**config.mk**
```make
export PLATFORM = sky130hd
export DESIGN_NAME = zap_wb_rr_arbiter
export DESIGN_NICKNAME = d
export VERILOG_FILES = /design/src/rtl/zap_wb_pkg.sv /design/src/rtl/zap_rr_pick.sv /design/src/rtl/zap_wb_rr_arbiter.sv
export SDC_FILE = /design/constraint.sdc
export NUM_CORES = 1
export LEC_CHECK = 0
export CORE_MARGIN = 4
export CORE_UTILIZATION = 24
export CTS_CLUSTER_SIZE = 30
export DETAILED_ROUTE_END_ITERATION = 8
export PLACE_DENSITY = 0.56
export SYNTH_ARGS = -nofsm -noshare
export SYNTH_HDL_FRONTEND = slang
export SYNTH_SLANG_ARGS = --single-unit
```
**constraint.sdc**
```tcl
create_clock -name i_clk -period 2.8 [get_ports i_clk]
set_input_delay 0.56 -clock i_clk [delete_from_list [all_inputs] [get_ports i_clk]]
set_output_delay 0.56 -clock i_clk [all_outputs]
set_load 0.01 [all_outputs]
```
**src/rtl/zap_wb_pkg.sv**
```systemverilog
// Shared Wishbone arbiter types and cycle-type encodings.
// No logic; imported by the arbiter and its round-robin picker.
// No flow control; declarations only.
package zap_wb_pkg;

    typedef enum logic {IDLE = 1'b0, BUSY = 1'b1} wb_arb_state_t;

    localparam logic [2:0] CTI_CLASSIC = 3'b000;
    localparam logic [2:0] CTI_INCR    = 3'b010;
    localparam logic [2:0] CTI_EOB     = 3'b111;

    // A beat with one of these cycle types is the last beat of its transfer.
    function automatic logic cti_ends_burst(input logic [2:0] cti);
        return (cti == CTI_CLASSIC) || (cti == CTI_EOB);
    endfunction

endpackage

```
**src/rtl/zap_rr_pick.sv**
```systemverilog
// Rotating priority encoder: first set req bit scanning ptr, ptr+1, ... mod N.
// Purely combinational, zero latency.
// No flow control; valid is simply the OR of req.
module zap_rr_pick #(
    parameter int N     = 4,
    parameter int PTR_W = $clog2(N)
) (
    input  logic [N-1:0]     req,
    input  logic [PTR_W-1:0] ptr,
    output logic             valid,
    output logic [PTR_W-1:0] idx
);
    logic [N-1:0] rot;

    // Bit k of rot is the request of master (ptr + k) mod N.
    assign rot = N'({req, req} >> ptr);

    always_comb begin
        valid = |req;
        idx   = '0;
        for (int k = N - 1; k >= 0; k--) begin
            if (rot[k]) begin
                idx = PTR_W'((int'(ptr) + k) % N);
            end
        end
    end

endmodule

```
**src/rtl/zap_wb_rr_arbiter.sv**
```systemverilog
// Burst-aware round-robin Wishbone B3 arbiter sharing one bus among N masters.
// Request-to-bus 1 cycle (registered outputs); ack routed back combinationally.
// Grant held until CLASSIC/EOB ack or owner drops cyc; other masters wait unbounded.
module zap_wb_rr_arbiter
    import zap_wb_pkg::*;
#(
    parameter int NUM_MASTERS = 4,
    parameter int PTR_W       = $clog2(NUM_MASTERS)
) (
    input  logic                         i_clk,
    input  logic                         i_reset,
    input  logic [NUM_MASTERS-1:0]       i_m_wb_cyc,
    input  logic [NUM_MASTERS-1:0]       i_m_wb_stb,
    input  logic [NUM_MASTERS-1:0]       i_m_wb_wen,
    input  logic [NUM_MASTERS-1:0][3:0]  i_m_wb_sel,
    input  logic [NUM_MASTERS-1:0][31:0] i_m_wb_dat,
    input  logic [NUM_MASTERS-1:0][31:0] i_m_wb_adr,
    input  logic [NUM_MASTERS-1:0][2:0]  i_m_wb_cti,
    output logic [NUM_MASTERS-1:0]       o_m_wb_ack,
    output logic                         o_wb_cyc,
    output logic                         o_wb_stb,
    output logic                         o_wb_wen,
    output logic [3:0]                   o_wb_sel,
    output logic [31:0]                  o_wb_dat,
    output logic [31:0]                  o_wb_adr,
    output logic [2:0]                   o_wb_cti,
    input  logic                         i_wb_ack,
    output logic [NUM_MASTERS-1:0]       o_grant
);
    localparam logic [NUM_MASTERS-1:0] ONE_HOT0 = NUM_MASTERS'(1);

    wb_arb_state_t    state;
    logic [PTR_W-1:0] owner;
    logic [PTR_W-1:0] rr_ptr;
    logic             pick_vld;
    logic [PTR_W-1:0] pick_idx;
    logic [PTR_W-1:0] src;
    logic             routed_ack;
    logic             release_now;

    zap_rr_pick #(.N(NUM_MASTERS), .PTR_W(PTR_W)) u_pick (
        .req   (i_m_wb_stb),
        .ptr   (rr_ptr),
        .valid (pick_vld),
        .idx   (pick_idx)
    );

    // Only a beat actually presented on the bus can be acked; stray acks are dropped.
    assign routed_ack  = !i_reset && (state == BUSY) && o_wb_stb && i_wb_ack;
    assign o_m_wb_ack  = routed_ack ? (ONE_HOT0 << owner) : '0;
    assign release_now = (state == BUSY) &&
                         ((routed_ack && cti_ends_burst(o_wb_cti)) || !i_m_wb_cyc[owner]);

    // Bus fields come from the winner when granting, from the owner otherwise.
    assign src = (state == IDLE) ? pick_idx : owner;

    always_ff @(posedge i_clk) begin
        if (i_reset) begin
            state    <= IDLE;
            owner    <= '0;
            rr_ptr   <= '0;
            o_grant  <= '0;
            o_wb_cyc <= 1'b0;
            o_wb_stb <= 1'b0;
            o_wb_wen <= 1'b0;
            o_wb_sel <= '0;
            o_wb_dat <= '0;
            o_wb_adr <= '0;
            o_wb_cti <= '0;
        end else if (state == IDLE) begin
            if (pick_vld) begin
                state    <= BUSY;
                owner    <= pick_idx;
                o_grant  <= ONE_HOT0 << pick_idx;
                o_wb_cyc <= i_m_wb_cyc[src];
                o_wb_stb <= i_m_wb_stb[src];
                o_wb_wen <= i_m_wb_wen[src];
                o_wb_sel <= i_m_wb_sel[src];
                o_wb_dat <= i_m_wb_dat[src];
                o_wb_adr <= i_m_wb_adr[src];
                o_wb_cti <= i_m_wb_cti[src];
            end
        end else if (release_now) begin
            state    <= IDLE;
            o_grant  <= '0;
            o_wb_cyc <= 1'b0;
            o_wb_stb <= 1'b0;
            rr_ptr   <= (owner == PTR_W'(NUM_MASTERS - 1)) ? '0 : owner + 1'b1;
        end else begin
            o_wb_cyc <= i_m_wb_cyc[src];
            // The beat just acked must not be presented a second time.
            o_wb_stb <= i_m_wb_stb[src] && !routed_ack;
            o_wb_wen <= i_m_wb_wen[src];
            o_wb_sel <= i_m_wb_sel[src];
            o_wb_dat <= i_m_wb_dat[src];
            o_wb_adr <= i_m_wb_adr[src];
            o_wb_cti <= i_m_wb_cti[src];
        end
    end

endmodule

```
Word-level counts from Yosys, hierarchy flattened

Index checks and enable logic that the tools add are counted.

Input port bits: 299
Register bits after elaboration: 83
Logic and storage cells: 93

Multiplexer cells: 50
Bitwise logic cells: 1
Shifts and indexed selects: 3
Reductions and logical operators: 18
$lt $le $gt $ge: 2
Add/sub/neg operators: 4
Eq/ne operators: 4

Operators by type and width:

| kind                | count |
|---|---|
| $mux 32             | 8 |
| $bmux 32 s2         | 2 |
| $mux 4              | 8 |
| $mux 1              | 16 |
| $mux 2              | 6 |
| $mux 3              | 4 |
| $bmux 1 s2          | 4 |
| $bmux 4 s2          | 1 |
| $reduce_and 2->1    | 4 |
| $shl 1x2->4 const A | 2 |
| $shr 8x2->4         | 1 |
| $bmux 3 s2          | 1 |
| $logic_and 1x1->1   | 6 |
| $lt 2x3->1 const B  | 2 |
| $add 2x1->2 const B | 2 |
| $add 2x2->2 const B | 2 |
| $reduce_or 4->1     | 1 |
| $eq 3x3->1 const B  | 1 |
| $logic_not 1->1     | 3 |
| $logic_not 3->1     | 1 |
| $eq 2x2->1 const B  | 1 |
| $logic_or 1x1->1    | 2 |
| $ne 2x1->1 const B  | 1 |
| $ne 2x2->1 const B  | 1 |
| other kinds (2)     | 2 |

Longest topological paths before layout

Gate-level depths: netlist of the first run.

Depth after elaboration: 11
Mapped depth: 9

Hierarchy

Synthesis of the first run repeated with hierarchy kept, for this count alone.

Cell total of the unflattened synthesis: 402
Area, all modules: 5,081.1 µm²

Modules (own cells, without submodules):

| module            | times used | cells an instance | seq. area each (µm²) | area each (µm²) |
|---|---|---|---|---|
| zap_wb_rr_arbiter | 1          | 387               | 1,661.6              | 5,003.5 |
| zap_rr_pick       | 1          | 15                | 0.0                  | 77.6 |

Worst setup path after synthesis of the first run

OpenSTA, ideal clock, no wires.

Path kind: input-to-reg
From: input port i_m_wb_cyc[3]
To: register o_wb_adr[0]
Setup time: 0.122 ns
Setup slack: 0.733 ns
Data arrival time: 1.945 ns
Stages: 7
Cells stage by stage: mux4_2 nand2b_2 and3_1 nand2b_1 buf_2 buf_2 o31ai_1

Word-level cells in the longest chain between the ends: 7

RTL lines:

| element                           | RTL line                | RTL |
|---|---|---|
| start: declaration                | zap_wb_rr_arbiter.sv:12 | `input logic [NUM_MASTERS-1:0] i_m_wb_cyc,` |
| $bmux 1 s2                        | zap_wb_rr_arbiter.sv:52 | `((routed_ack && cti_ends_burst(o_wb_cti)) \|\| !i_m_wb_cyc[owner]);` |
| $mux 1 (not written as such)      | zap_wb_rr_arbiter.sv:52 |  |
| $logic_not 1->1                   | zap_wb_rr_arbiter.sv:52 |  |
| $logic_or 1x1->1                  | zap_wb_rr_arbiter.sv:52 |  |
| $logic_and 1x1->1                 | zap_wb_rr_arbiter.sv:51 | `assign release_now = (state == BUSY) &&` |
| $ne 2x2->1 (no source line)       | n/a                     |  |
| $reduce_and 2->1 (no source line) | n/a                     |  |
| end signal: assignment            | zap_wb_rr_arbiter.sv:80 | `o_wb_adr <= i_m_wb_adr[src];` |
| end signal: assignment            | zap_wb_rr_arbiter.sv:96 | `o_wb_adr <= i_m_wb_adr[src];` |
| end: declaration                  | zap_wb_rr_arbiter.sv:25 | `output logic [31:0] o_wb_adr,` |

No other way between the ends. The select of a mux whose other input is x is not followed.
A chain may end at the register's enable or synchronous reset.

Worst setup path after layout of the first run

From: input port i_wb_ack
To: output port o_m_wb_ack[3]

Word-level cells in the longest chain between the ends: 2

RTL lines:

| element            | RTL line                | RTL |
|---|---|---|
| start: declaration | zap_wb_rr_arbiter.sv:27 | `input logic i_wb_ack,` |
| $logic_and 1x1->1  | zap_wb_rr_arbiter.sv:49 | `assign routed_ack = !i_reset && (state == BUSY) && o_wb_stb && i_wb_ack;` |
| $mux 4             | zap_wb_rr_arbiter.sv:50 | `assign o_m_wb_ack = routed_ack ? (ONE_HOT0 << owner) : '0;` |
| end: declaration   | zap_wb_rr_arbiter.sv:19 | `output logic [NUM_MASTERS-1:0] o_m_wb_ack,` |

No other way between the ends.

==> metrics.txt, run 1 <==
final clock period utilization by the worst path 93.89%; Routed Wire Length 31690 microns; fillers 2671; Async SR Flop Fraction 0%; peak supply drop 268.2 uV; die boundary height 172.6 microns; routed len/inst 20.60 microns; Core Footprint 0.02635 sq mm; setup tns final 0 ns; GRT Overall Usage 19.93%; Netlist cell types 45; crit path to o_m_wb_ack[3]; TritonCTS Buffers 9; grt total ovfl 0; initial antenna violation count 3; post-synthesis cell area 0.006499 sq mm; register area share after synthesis 25.57%; max-slew violation total from the final report 0; Worst path slowest cell clkdlybuf4s50_1; antenna-violating nets left 0; CP delay by family, top buffers and inverters; post-DR vias/cell 5.332; final hold vios 0; cells on worst reg2reg path 6; PostCTS Resize Cnt 0; DRT Pass-1 Iters 5; CTS tree built; Rows 59; vias 8201; Initial Util 24.66%; num ports 381; CP startpoint kind input pin; Die X 172.6 microns; RePlAce Congestion 0.8502; Worst-Skew Late Latency 0.34 ns; cts hold-fix bufs 0; Clock Tree Buf Depth 2; WP depth 4; synth warn 0; Hold Path Class reg2reg; WP data required 2.24 ns; worst r2r src rr_ptr[1]; Critical Path Most Common Cell clkdlybuf4s50_1; Iter 0 DRT Violations 493; Max Clk Rate 380.4 MHz; # port buffers 380; CTS sink cnt 83; FF-to-FF End o_wb_stb; Post-Synthesis Cells 864; worst slack, placed 0.01674 ns; Slew headroom 62.49%; Setup Skew 0.009035 ns; Post-synth EDFFs 0; nets 1499; WP data arrival 2.07 ns; synthesis-to-layout area growth 72.82%; #FFs+latches synth 83; clock root cell clkbuf_16; H-tree Lvls 3; Buffers & Inverters on Critical Path 2; largest net degree at the start of global routing 84; # setup viols final 0; Worst setup startpoint i_wb_ack; proportion of layout cells with a drive suffix above 1 6.911%; first-pass GRT wire length 48000 microns; post-route worst setup slack 0.1710 ns; worst-margin pin slew 0.5592 ns; setup slack, reg-to-reg 0.59 ns; largest stage delay on the critical path 0.55 ns; worst path cell trace clkdlybuf4s50_1 -> and4b_1 -> and2_1 -> clkdlybuf4s50_1; die footprint 0.02978 sq mm; Setup CP Type in2out; clk slew on worst S/H paths 0.06 ns; CP Capture Type primary output; syn avg cell area 7.522 sq um; Post-CTS Setup Repair Bufs 0; RSZ-0062 raised after global routing no; HPWL after DPL 22930 microns; Final min period 2.629 ns; MaxCap Viol Count 0; drt drc 0; Syn Nets 1167; Static Leak 4.265 nW; vias in the first global route 8137; main flop type after synthesis dfxtp_1; Power per Cell Area 452.8 mW/mm^2; outcome completed; Crit Path Max Fanout 5
## cells by family (layout without fill, tap and decap cells)
logic type / Yosys count / count (layout) / share of synthesized area, %
multiplexers: 4 / 4 / 0.8086
adder cells (fa/ha/maj): 4 / 4 / 0.7702
other: 0 / 2 / 0
buffers and inverters: 264 / 601 / 16.67
flip-flops: 83 / 83 / 25.57
AND/OR/NAND/NOR: 119 / 119 / 8.067
AO/OA/AOI/OAI: 390 / 390 / 48.11
## layout by cell type, fill, tap and decap left out, types with 3 or more instances in the layout
master / n
clkdlybuf4s50_1: 380
inv_1: 150
a211oi_1: 145
a311oi_1: 144
dfxtp_1: 83
nand2_1: 81
o31ai_1: 72
buf_4: 34
buf_12: 21
clkbuf_16: 9
nor2_1: 7
a21oi_1: 7
and2_1: 5
nand3_1: 5
ha_1: 4
and3_1: 3
nand2b_1: 3
mux2i_1: 3
o21ai_0: 3
## Yosys cell counts, types with 3 or more instances
cell | count | area (sq um)
o21ai_0 | 3 | 15.01
dfxtp_1 | 83 | 1662
o31ai_1 | 72 | 540.5
nand2b_1 | 4 | 25.02
nand3_1 | 5 | 25.02
a211oi_1 | 145 | 1089
a21oi_1 | 7 | 35.03
and3_1 | 3 | 18.77
mux2i_1 | 3 | 30.03
buf_6 | 6 | 67.56
ha_1 | 4 | 50.05
nor2_1 | 8 | 30.03
nand2_1 | 81 | 304.0
buf_2 | 32 | 160.2
a311oi_1 | 144 | 1261
clkbuf_1 | 72 | 270.3
inv_1 | 150 | 563.0
and2_1 | 5 | 31.28
## routing by layer
layer	wire length, microns	vias up	GRT usage [%]
met1	13530	3823	24.80
met4	1009	2	7.518
li1	-	3961	-
met2	14650	361	33.02
met5	11	-	0
met3	2488	54	5.524
## layout make-up
class	count	area, sq um	area share (%)
diodes	2	5.005	0.04456
clock buffers	13	260.3	2.317
clock inverters	3	46.29	0.4122
inverters	150	563.0	5.013
multi-input cells	517	3796	33.80
flip-flops and latches	83	1662	14.79
well taps	335	419.2	3.732
repair buffers	435	4479	39.88
## registers in the layout, summed over array words and instances, names as in the netlist
signal,flops
o_wb_dat,32
o_wb_sel,4
o_wb_cyc,1
state,1
o_wb_cti,3
rr_ptr,2
o_wb_adr,32
o_wb_wen,1
owner,2
o_grant,4
o_wb_stb,1
## metrics by stage
step | total power, mW | cell area (sq um) | hold WS, ns | utilization, % | cells
2_1_floorplan | 2.555 | 6499 | 0.4732 | - | 864
3_3_place_gp | 3.841 | 10920 | 0.4325 | 41.43 | 1520
3_5_place_dp | 3.848 | 10920 | 0.4383 | 41.43 | 1520
4_1_cts | 5.166 | 11230 | 0.4519 | 42.60 | 1536
5_1_grt | 5.387 | 11230 | 0.4689 | 42.61 | 1538
6_report | 5.086 | 11230 | 0.4492 | 42.61 | 1538
## power breakdown
part	internal [mW]	switching (mW)
clock network	0.744	0.527
registers	1.38	0.121
logic	1.22	1.09
## worst min-delay path by stage
| stage | startpoint | slack, ns | to | cells past startpoint |
|---|---|---|---|---|
| finish | o_wb_adr[20] | 0.45 | o_wb_adr[20] | 2 |
| global route | o_wb_sel[2] | 0.47 | o_wb_sel[2] | 2 |
| CTS | o_wb_dat[16] | 0.45 | o_wb_dat[16] | 2 |
| detailed placement | o_wb_adr[18] | 0.44 | o_wb_adr[18] | 2 |
| global placement | o_wb_dat[22] | 0.43 | o_wb_dat[22] | 2 |
| floorplan | rr_ptr[0] | 0.47 | rr_ptr[0] | 2 |
## tightest hold or removal path, cell delays in order, from the launching register on
cell and delay, ns:
dfxtp_1 0.32, nand2_1 0.05, o31ai_1 0.05
Note: power is estimated with default switching activity, not from simulation.
==> inputs of run 2 (changes only) <==
--- a/config.mk
+++ b/config.mk
@@ -7,8 +7,10 @@
 export LEC_CHECK = 0
 export CORE_MARGIN = 4
 export CORE_UTILIZATION = 24
+export CTS_CLUSTER_DIAMETER = 200
 export CTS_CLUSTER_SIZE = 30
 export DETAILED_ROUTE_END_ITERATION = 8
+export GPL_ROUTABILITY_DRIVEN = 0
 export PLACE_DENSITY = 0.56
 export SYNTH_ARGS = -nofsm -noshare
 export SYNTH_HDL_FRONTEND = slang
==> results of run 2 <==
No change in the layout: final DEF, timing and power equal those of run 1.
